### src/rtl/tl_vc_out_arbiter.sv
// Drains four per-class output FIFOs into one serial word stream (round-robin,
// backpressure-aware) with saturating per-channel counters. Define STRICT_PRIORITY_EN for fixed priority.

module tl_vc_cnt_lane #(
  parameter int CNT_W = 5
) (
  input  logic             clk,
  input  logic             reset,
  input  logic             clr,
  input  logic             inc,
  output logic [CNT_W-1:0] cnt
);
  // clear beats increment; saturate instead of wrapping
  always_ff @(posedge clk or posedge reset)
    if (reset)                            cnt <= '0;
    else if (clr)                         cnt <= '0;
    else if (inc && cnt != {CNT_W{1'b1}}) cnt <= cnt + 1'b1;
endmodule

module tl_vc_out_arbiter #(
  parameter int DATA_W = 12,
  parameter int CNT_W  = 5
) (
  input  logic              clk,
  input  logic              reset,
  input  logic              init,
  input  logic [DATA_W-1:0] data_in0,
  input  logic [DATA_W-1:0] data_in1,
  input  logic [DATA_W-1:0] data_in2,
  input  logic [DATA_W-1:0] data_in3,
  input  logic              empty0,
  input  logic              empty1,
  input  logic              empty2,
  input  logic              empty3,
  input  logic              out_full,
  output logic              pop0,
  output logic              pop1,
  output logic              pop2,
  output logic              pop3,
  output logic [DATA_W-1:0] data_out,
  output logic              valid_out,
  output logic [1:0]        grant,
  input  logic              req,
  input  logic [1:0]        idx,
  output logic [CNT_W-1:0]  contador,
  output logic              valid_cnt,
  output logic              idle
);
  localparam int NUM_CH = 4;
  localparam int STAGES = 2;

  typedef enum logic [1:0] {S_INIT, S_IDLE, S_ACTIVE, S_STALL} state_t;

  state_t                         state, state_nxt;
  logic [NUM_CH-1:0]              empty_v, pop_v;
  logic [NUM_CH-1:0][DATA_W-1:0]  din;
  logic [NUM_CH-1:0][CNT_W-1:0]   cnt;
  logic [STAGES:1]                vld_pipe;
  logic [1:0]                     sel, ch_q, rd_idx;
  logic                           sel_vld, pop_en, any_work, cnt_clr;
  logic [CNT_W-1:0]               cnt_hold;
`ifndef STRICT_PRIORITY_EN
  logic [1:0]                     rr_ptr, cand;
`endif

  assign empty_v  = {empty3, empty2, empty1, empty0};
  assign din      = {data_in3, data_in2, data_in1, data_in0};
  assign {pop3, pop2, pop1, pop0} = pop_v;
  assign any_work = ~&empty_v;
  assign cnt_clr  = init || (state == S_INIT);

  // Channel select: descending scan so the nearest candidate wins.
  always_comb begin
    sel     = '0;
    sel_vld = 1'b0;
`ifdef STRICT_PRIORITY_EN
    for (int i = NUM_CH-1; i >= 0; i--)
      if (!empty_v[i]) begin
        sel     = i[1:0];
        sel_vld = 1'b1;
      end
`else
    cand = '0;
    for (int i = NUM_CH; i >= 1; i--) begin
      cand = rr_ptr + i[1:0];
      if (!empty_v[cand]) begin
        sel     = cand;
        sel_vld = 1'b1;
      end
    end
`endif
  end

  // init also blocks the pop so that nothing new enters the pipe while clearing
  assign pop_en = sel_vld && !out_full && !init &&
                  (state == S_ACTIVE || state == S_IDLE);
  assign pop_v  = pop_en ? (NUM_CH'(1) << sel) : '0;

  always_comb begin
    state_nxt = state;
    case (state)
      S_INIT:   state_nxt = S_IDLE;
      S_IDLE:   if (any_work) state_nxt = out_full ? S_STALL : S_ACTIVE;
      S_ACTIVE: if (out_full) state_nxt = S_STALL;
                else if (!any_work && !vld_pipe[1]) state_nxt = S_IDLE;
      S_STALL:  if (!out_full && any_work) state_nxt = S_ACTIVE;
                else if (!any_work) state_nxt = S_IDLE;
      default:  state_nxt = S_INIT;
    endcase
    if (init) state_nxt = S_INIT;
  end

  // vld_pipe[1]: word popped last cycle, data_in valid now; vld_pipe[2]: data_out valid
  always_ff @(posedge clk or posedge reset) begin
    if (reset) begin
      state    <= S_INIT;
      vld_pipe <= '0;
      ch_q     <= '0;
      data_out <= '0;
      grant    <= '0;
`ifndef STRICT_PRIORITY_EN
      rr_ptr   <= 2'd3;
`endif
    end else begin
      state    <= state_nxt;
      vld_pipe <= {vld_pipe[STAGES-1:1], pop_en};
      if (pop_en) ch_q <= sel;
      if (vld_pipe[1]) begin
        data_out <= din[ch_q];
        grant    <= ch_q;
      end
`ifndef STRICT_PRIORITY_EN
      if (init)        rr_ptr <= 2'd3;
      else if (pop_en) rr_ptr <= sel;
`endif
    end
  end

  assign valid_out = vld_pipe[STAGES];
  assign idle      = (state == S_IDLE) && !any_work && !vld_pipe[1];

  for (genvar g = 0; g < NUM_CH; g++) begin : g_cnt
    tl_vc_cnt_lane #(.CNT_W(CNT_W)) u_cnt (
      .clk   (clk),
      .reset (reset),
      .clr   (cnt_clr),
      .inc   (vld_pipe[1] && ch_q == 2'(g)),
      .cnt   (cnt[g])
    );
  end

  // Read shows the live counter during the response cycle, i.e. before that cycle's increment.
  always_ff @(posedge clk or posedge reset) begin
    if (reset) begin
      valid_cnt <= 1'b0;
      rd_idx    <= '0;
      cnt_hold  <= '0;
    end else begin
      valid_cnt <= req;
      if (req)       rd_idx   <= idx;
      if (valid_cnt) cnt_hold <= cnt[rd_idx];
    end
  end

  assign contador = valid_cnt ? cnt[rd_idx] : cnt_hold;

endmodule

### config.mk
export PLATFORM = sky130hd
export DESIGN_NAME = tl_vc_out_arbiter
export DESIGN_NICKNAME = d
export VERILOG_FILES = /design/src/rtl/tl_vc_out_arbiter.sv
export SDC_FILE = /design/constraint.sdc
export NUM_CORES = 1
export LEC_CHECK = 0
export BUFFER_PORTS_ARGS = -buffer_cell sky130_fd_sc_hd__buf_2
export CAP_MARGIN = 5
export CORE_MARGIN = 2
export CORE_UTILIZATION = 52
export CTS_CLUSTER_SIZE = 14
export DETAILED_ROUTE_END_ITERATION = 8
export MAX_ROUTING_LAYER = met4
export PLACE_DENSITY_LB_ADDON = 0.12
export SYNTH_ARGS = -nofsm -noshare
export SYNTH_HDL_FRONTEND = slang
export SYNTH_SLANG_ARGS = --single-unit
### constraint.sdc
create_clock -name clk -period 2.01 [get_ports clk]
set_input_delay 0 -clock clk [delete_from_list [all_inputs] [get_ports clk]]
set_output_delay 0 -clock clk [all_outputs]
set_load 0.01 [all_outputs]
Word level (Yosys, flattened, before mapping)
Cells that the tools add are included.
{"block": "totals", "reg_bits": 50, "inputBits": 59, "out_inout_bits": 26, "word_cells": 110}
{"block": "op_classes", "addsub": 7, "n_lt_le_gt_ge": 6, "n_eq_ne": 13, "n_shift": 1, "mux": 40, "reduce_logical": 30}
{"operator": "$mux W5", "count": 10}
{"operator": "$bmux W12 S2", "count": 1}
{"operator": "$mux W2", "count": 12}
{"operator": "$add A5 B1 Y5 const B", "count": 4}
{"operator": "$ne A5 B5 Y1 const B", "count": 4}
{"operator": "$lt A2 B3 Y1 const B", "count": 6}
{"operator": "$logic_and A1 B1 Y1", "count": 15}
{"operator": "$mux W12", "count": 1}
{"operator": "$bmux W5 S2", "count": 1}
{"operator": "$reduce_bool A2 Y1", "count": 5}
{"operator": "$mux W1", "count": 9}
{"operator": "$bmux W1 S2", "count": 4}
{"operator": "$eq A2 B2 Y1 const B", "count": 4}
{"operator": "$pmux W2 S4", "count": 1}
{"operator": "$add A2 B2 Y2 const B", "count": 2}
{"operator": "$eq A2 B1 Y1 const B", "count": 2}
{"operator": "$logic_not A1 Y1", "count": 4}
{"operator": "$logic_not A2 Y1", "count": 2}
{"operator": "$mux W4", "count": 1}
{"operator": "$ne A4 B3 Y1 const B", "count": 1}
{"operator": "$ne A4 B4 Y1 const B", "count": 1}
{"operator": "$reduce_and A4 Y1", "count": 1}
{"operator": "$shl A1 B2 Y4 const A", "count": 1}
{"operator": "$ne A3 B3 Y1 const B", "count": 1}
{"operator": "3 further kinds", "count": 4}

Longest topological paths before layout
Gate-level depths: netlist (run 1).
{"block": "logic_depth", "word_depth": 11, "depth_mapped": 8}

Modules after synthesis
Synthesis (run 1) repeated with hierarchy kept, for this count alone.
{"block": "unflattened", "hier_cells": 239, "area_unflattened_um2": 2859.0}
{"module": "tl_vc_out_arbiter", "n_inst": 1, "cells_per_inst": 135, "area_per_inst_um2": 1813.0}
{"module": "tl_vc_cnt_lane", "n_inst": 4, "cells_per_inst": 26, "area_per_inst_um2": 261.5}

Worst setup path after synthesis (run 1)
No wires, ideal clock.
{"block": "synth_timing", "path_type": "register to register", "from": "register g_cnt[3].u_cnt.cnt[0]", "to": "register g_cnt[3].u_cnt.cnt[3]", "setup_ns": 0.132, "t_arrival_ns": 1.666, "required_ns": 1.878, "slack_ns": 0.212, "stages_incl_launch_ff": 9, "n_path_buf": 1, "path_cell_list": "dfrtp_1 > ha_1 > and3_1 > ha_1 > and4b_2 > clkbuf_1 > nand4_1 > xor2_1 > nor2_1"}
{"block": "synth_between", "elab_chain_cells": 3}
{"item": "start: declaration", "line": "11", "source": "output logic [CNT_W-1:0] cnt"}
{"item": "start signal: assignment", "line": "17", "source": "else if (inc && cnt != {CNT_W{1'b1}}) cnt <= cnt + 1'b1;"}
{"item": "$add A5 B1 Y5 / $ne A5 B5 Y1 (equally long branches)", "line": "17"}
{"item": "$mux W5 / $logic_and A1 B1 Y1 (equally long branches)", "line": "17"}
{"item": "$mux W5 / $reduce_bool A2 Y1 (equally long branches)"}
Several ways; a longest one is shown, not always the timed one. The select of a mux whose other input is x is not followed.
A chain may end at the register's enable or synchronous reset.

Worst setup path in the final report (run 1)
{"block": "layout_timing", "from": "register g_cnt[0].u_cnt.cnt[0]", "to": "register g_cnt[0].u_cnt.cnt[4]"}
{"block": "layout_between", "elab_chain_cells": 3}
{"item": "start: declaration", "line": "11"}
{"item": "start signal: assignment", "line": "17"}
{"item": "$add A5 B1 Y5 / $ne A5 B5 Y1 (equally long branches)", "line": "17"}
{"item": "$mux W5 / $logic_and A1 B1 Y1 (equally long branches)", "line": "17"}
{"item": "$mux W5 / $reduce_bool A2 Y1 (equally long branches)"}
Several ways; a longest one is shown, not always the timed one. The select of a mux whose other input is x is not followed.

==> results of run 1 <==
[power groups by stage]
stage	Sequential (mW)	Clock (mW)	Combinational, mW
global placement	1.41	0	1.27
CTS	1.40	0.704	1.30
floorplan	1.42	0	0.901
finish	1.40	0.690	1.29
detailed placement	1.42	0	1.28
global route	1.43	0.750	1.42
[cells in the final DEF, fill, tap and decap left out, types with 2 or more instances in the layout]
cell and count:
nor2b_1 2, o22ai_1 2, or2_2 2, mux4_2 5, o21ai_0 5, nand2b_1 2
mux2_2 22, a21oi_1 6, and3_1 5, xor2_1 8, inv_1 6, dlygate4sd3_1 5
dfstp_2 2, nand4_1 6, nand2_1 11, buf_2 84, clkbuf_1 2, ha_1 9
buf_4 10, mux4_1 12, mux2i_1 6, ha_2 4, nand3_1 2, clkbuf_8 5
nor2_1 24, dfrtp_1 48, xnor2_1 4
[metrics by stage]
stage          area, µm²  worst slack [ns]  power (mW)  instances  hold slack, ns
2_1_floorplan       2820             0.212        2.32        221          0.0314
5_1_grt             3520            0.0178        3.60        387          0.0761
4_1_cts             3480            0.0594        3.40        384          0.0757
3_3_place_gp        3320             0.167        2.68        371          0.0858
6_report            3520            0.0963        3.38        387          0.0864
3_5_place_dp        3320            0.0656        2.71        371          0.0818
[registers in the layout (all words and copies together) (netlist names)]
name,count
rr_ptr,2
g_cnt.u_cnt.cnt,20
grant,2
data_out,12
rd_idx,2
valid_cnt,1
ch_q,2
vld_pipe,2
cnt_hold,5
state,2
[timing repair]
action	4_1_cts	5_1_grt
hold buffers	5	0
buffers inserted	0	3
setup endpoints to repair	0	4
resized for setup	0	7
hold endpoints to repair	30	0
[cell usage after synthesis, types with 3 or more instances]
| cell type | n | area (µm²) |
|---|---|---|
| dfrtp_1 | 48 | 1200 |
| buf_2 | 6 | 30.0 |
| nand4_1 | 6 | 37.5 |
| o21ai_0 | 5 | 25.0 |
| xor2_1 | 8 | 70.1 |
| and3_1 | 5 | 31.3 |
| xnor2_1 | 4 | 35.0 |
| inv_1 | 7 | 26.3 |
| mux2i_1 | 6 | 60.1 |
| mux4_2 | 5 | 113 |
| nand2_1 | 11 | 41.3 |
| mux4_1 | 12 | 315 |
| mux2_2 | 22 | 248 |
| a21oi_1 | 6 | 30.0 |
| clkbuf_1 | 3 | 11.3 |
| ha_1 | 13 | 163 |
| nor2_1 | 24 | 90.1 |
[routing by layer]
| layer | share of wire (%) | routed length [µm] | up-vias | GRT usage [%] |
|---|---|---|---|---|
| met5 | 0 | 0 | - | - |
| met4 | 1.1 | 64 | 0 | 6.07 |
| met3 | 4.7 | 270 | 7 | 4.42 |
| met2 | 51 | 2960 | 42 | 35.8 |
| met1 | 43 | 2500 | 1022 | 25.7 |
| li1 | - | - | 1008 | - |
[path summary, 6_finish.rpt]
| path | from | to | slack [ns] | depth (start not counted) |
|---|---|---|---|---|
| worst min-delay path | out_full | state[0]$_DFFE_PP0P_ | 0.09 | 3 |
| max in group asynchronous | reset | rr_ptr[1]$_DFFE_PP1P_ | 1.13 | 4 |
| min in group asynchronous | reset | g_cnt[1].u_cnt.cnt[3]$_DFFE_PP0P_ | 0.29 | 3 |
| worst max-delay path | g_cnt[0].u_cnt.cnt[0]$_DFFE_PP0P_ | g_cnt[0].u_cnt.cnt[4]$_DFFE_PP0P_ | 0.1 | 7 |
| worst max register to register | g_cnt[0].u_cnt.cnt[0]$_DFFE_PP0P_ | g_cnt[0].u_cnt.cnt[4]$_DFFE_PP0P_ | 0.1 | 7 |
| worst min register to register | cnt_hold[4]$_DFF_PP0_ | cnt_hold[4]$_DFF_PP0_ | 0.50 | 1 |
[layout make-up]
cell class              instances  area [µm²]  share of cell area [%]
flip-flops and latches         50        1250                    35.6
clock inverters                 1        30.0                   0.852
repair buffers                100         566                    16.0
clock buffers                   7        76.3                    2.17
well taps                      70        87.6                    2.48
multi-input cells             152        1490                    42.1
inverters                       7        26.3                   0.745
[critical path, cell delays in order, from the launching register on]
cell	delay [ns]
dfrtp_1	0.43
ha_2	0.20
and3_1	0.18
ha_2	0.19
nor4b_4	0.37
buf_4	0.19
mux2i_1	0.19
nor2_1	0.05
[cell families after synthesis]
kind of cell | share of synthesized area [%]
flip-flops | 44.5
multiplexers | 26.1
buffers and inverters | 3.64
XOR/XNOR | 3.73
AND/OR/NAND/NOR | 11.8
AO/OA/AOI/OAI | 4.48
adder cells (fa/ha/maj) | 5.77
==> impl_metrics.json, run 1 <==
{
  "p_sw_mw": 1.09,
  "p_leak_nw": 1.70,
  "drt_first_pass_iters": 4,
  "yosysWarnings": 0,
  "drtAntennaViolNets": 0,
  "hold_viol_final": 0,
  "synth_cell_types": 41,
  "combPwrFrac_pct": 38.1,
  "hp-class": "in -> reg",
  "synth_edf_count": 0,
  "cp_max_fo": 4,
  "clk_latency_ns": 0.30,
  "drc": 0,
  "critical_path_class": "reg -> reg",
  "syn-num-nets": 293,
  "die-width_um": 77.6,
  "num_io_pins": 85,
  "antenna_found_initial": 0,
  "initial_core_util_pct": 54.5,
  "via_count": 2079,
  "cts.sinks": 50,
  "rsz0062_at_grt": "no",
  "required_ns": 2.19,
  "grt.overflow.total": 0,
  "ys.flop_type": "dfrtp_1",
  "syn_avg_cell_area_um2": 12.8,
  "maxCapViolCount": 0,
  "clock-root-buffer": "clkbuf_8",
  "worst_setup_path_end_kind": "flop",
  "die_h_um": 77.6,
  "vdd_drop_max_v": 0.000772,
  "grt_pass1_vias": 2097,
  "path_clk_slew_ns": 0.09,
  "nets": 388,
  "grt_max_degree": 27,
  "min_period_ns": 1.91,
  "place.gp.congestion": 0.774,
  "layout-drive-gt1-share_pct": 45.1,
  "drv_slew": 0,
  "power_frac_seq_pct": 41.5,
  "ys_ff_latch": 50,
  "final-setup-viol-count": 0,
  "track_usage_pct": 21.1,
  "h-tree-depth": 2,
  "fmaxAchievable_mhz": 523,
  "fin_skew_ns": 0.00802,
  "ys_seq_area_share_pct": 44.5,
  "first_iter_violations": 85,
  "wl_per_cell_um": 15.0,
  "final.period_utilization_pct": 95.2,
  "fin_util_pct": 68.1,
  "cts_buffers": 5,
  "p_clk_share_pct": 20.4,
  "powerDensity_nw_per_um2": 960,
  "portBuffers": 84,
  "syn_area_um2": 2820,
  "power_switching_share_pct": 32.1,
  "grt_pass1_wl_um": 9700,
  "wl_um": 5800,
  "clockBufferDepth": 2,
  "maxSlewHeadroom_pct": 56.4,
  "worst_slew_pin_slew_ns": 0.653,
  "fp-row-count": 26,
  "cts_tree": "yes",
  "status": "finished, final reports clean",
  "cp-start-kind": "flop",
  "hpwl_um": 4240,
  "final.setup.tns_ns": 0,
  "final.fill_count": 387,
  "ys_async_sr_fraction_pct": 100,
  "die_area_um2": 6030,
  "cellInternalPower_mw": 2.30,
  "synthToLayoutAreaGrowth_pct": 25.0,
  "cp.arrival_ns": 2.10,
  "diodes": 0,
  "core_um2": 5170,
  "viasPerCell": 5.37,
  "synth_cells": 221
}
(Power assumes the default switching activity.)
==> run 2: changes to the inputs <==
CORE_MARGIN = not set   (was 2)
clock period = 2 ns   (was 2.01 ns; I/O delays follow)
==> impl_metrics.json, run 2 (synthesis results as in run 1) <==
{
  "track_usage_pct": 23.4,
  "powerDensity_nw_per_um2": 981,
  "antenna_found_initial": 0,
  "cts_tree": "yes",
  "cp.arrival_ns": 2.10,
  "critical-path-max-stage-delay_ns": 0.42,
  "critical_path_class": "reg -> reg",
  "nets": 388,
  "drv_slew": 0,
  "drtAntennaViolNets": 0,
  "die-width_um": 75.6,
  "largest_reg_flops": 20,
  "drt_first_pass_iters": 4,
  "crit_chain": "ha_2 > and3_1 > ha_1 > nor4b_4 > buf_4 > nand4_1 > xor2_1 > nor2_1",
  "clk_latency_ns": 0.30,
  "hp-class": "in -> reg",
  "hpwl_um": 4490,
  "wl_per_cell_um": 15.7,
  "core_um2": 5170,
  "grt_pass1_wl_um": 9520,
  "min_period_ns": 1.92,
  "reg_top3": "g_cnt.u_cnt.cnt: 20 flops, data_out: 12 flops, cnt_hold: 5 flops",
  "grt_pass1_vias": 2073,
  "clock-root-buffer": "clkbuf_8",
  "diodes": 0,
  "final.period_utilization_pct": 96.2,
  "fmaxAchievable_mhz": 520,
  "place.gp.congestion": 0.800,
  "via_count": 2134,
  "fp-row-count": 26,
  "h-tree-depth": 2,
  "synthToLayoutAreaGrowth_pct": 24.9,
  "mostFrequentLayoutCell": "buf_2",
  "final-setup-viol-count": 0,
  "worst_slew_pin_slew_ns": 0.583,
  "fin_util_pct": 68.0,
  "p_leak_nw": 1.70,
  "vdd_drop_max_v": 0.000671,
  "status": "finished, final reports clean",
  "required_ns": 2.18,
  "initial_core_util_pct": 54.5,
  "ff_latch_area_um2": 1250,
  "worst_slack_ns": 0.0755,
  "regMostFlops": "g_cnt.u_cnt.cnt",
  "layout-drive-gt1-share_pct": 44.3,
  "final_cell_mix": "84 x buf_2, 48 x dfrtp_1, 24 x nor2_1",
  "cts_buffers": 5,
  "first_iter_violations": 113,
  "hold_viol_final": 0,
  "drc": 0,
  "place_ws_ns": 0.115,
  "cp_max_fo": 5,
  "cts.sinks": 50,
  "multi_input_area_um2": 1470,
  "cp-start-kind": "flop",
  "clockBufferDepth": 2,
  "fin_skew_ns": 0.00684,
  "cp_slowest_cell": "dfrtp_1",
  "die_h_um": 75.6,
  "wl_um": 6070,
  "grt.overflow.total": 0,
  "hold_slack_ns": 0.0961,
  "grt_max_degree": 28,
  "portBuffers": 84,
  "maxCapViolCount": 0,
  "viasPerCell": 5.53,
  "path_clk_slew_ns": 0.09,
  "num_io_pins": 85,
  "maxSlewHeadroom_pct": 61.1,
  "final.fill_count": 380,
  "worst_setup_path_end_kind": "flop",
  "die_area_um2": 5720
}
## run 2: final timing paths
check | startpoint | end | slack [ns] | cells after the start
setup / recovery | g_cnt[0].u_cnt.cnt[0]$_DFFE_PP0P_ | g_cnt[0].u_cnt.cnt[3]$_DFFE_PP0P_ | 0.08 | 8
hold / removal | out_full | state[0]$_DFFE_PP0P_ | 0.1 | 3
setup reg to reg | g_cnt[0].u_cnt.cnt[0]$_DFFE_PP0P_ | g_cnt[0].u_cnt.cnt[3]$_DFFE_PP0P_ | 0.08 | 8
hold reg to reg | cnt_hold[4]$_DFF_PP0_ | cnt_hold[4]$_DFF_PP0_ | 0.51 | 1
max in group asynchronous | reset | data_out[3]$_DFFE_PP0P_ | 1.04 | 4
min in group asynchronous | reset | g_cnt[1].u_cnt.cnt[3]$_DFFE_PP0P_ | 0.30 | 3
## run 2: timing repair
item / in CTS / in global routing
buffers inserted: 0 / 4
hold buffers: 5 / 0
resized for setup: 0 / 3
endpoints found under the setup margin: 0 / 4
hold endpoints to repair: 29 / 0
## run 2: layout make-up
| class | count | share of cell area (%) |
|---|---|---|
| clock inverters | 1 | 0.853 |
| well taps | 70 | 2.49 |
| flip-flops and latches | 50 | 35.6 |
| clock buffers | 6 | 2.35 |
| multi-input cells | 152 | 41.9 |
| inverters | 7 | 0.747 |
| repair buffers | 100 | 16.1 |
## run 2: worst max-delay path: cells and delay by family, from the launching register on
family                   cells  cell delay, ns
XOR/XNOR                     1            0.17
adder cells (fa/ha/maj)      2            0.41
flip-flops                   1            0.42
buffers and inverters        1            0.18
AND/OR/NAND/NOR              4            0.63
## run 2: through the flow
| stage | instance area, µm² | setup TNS [ns] | power [mW] | cells |
|---|---|---|---|---|
| 2_1_floorplan | 2820 | 0 | 2.33 | 221 |
| 3_3_place_gp | 3320 | 0 | 2.70 | 370 |
| 3_5_place_dp | 3320 | 0 | 2.74 | 370 |
| 4_1_cts | 3480 | 0 | 3.48 | 382 |
| 5_1_grt | 3520 | -0.0291 | 3.69 | 386 |
| 6_report | 3520 | 0 | 3.45 | 386 |
## run 2: layer usage
metal  track usage (%)  up-vias  routed length [µm]
met4              8.85        0                 148
met5                 -        -                   0
li1                  -     1006                   -
met1              27.5     1051                2580
met3              4.63       16                 266
met2              39.8       61                3080
## run 2: report_power, final
part | switching, mW | internal, mW
logic | 0.608 | 0.717
registers | 0.179 | 1.23
clock network | 0.324 | 0.400
total | 1.11 | 2.34
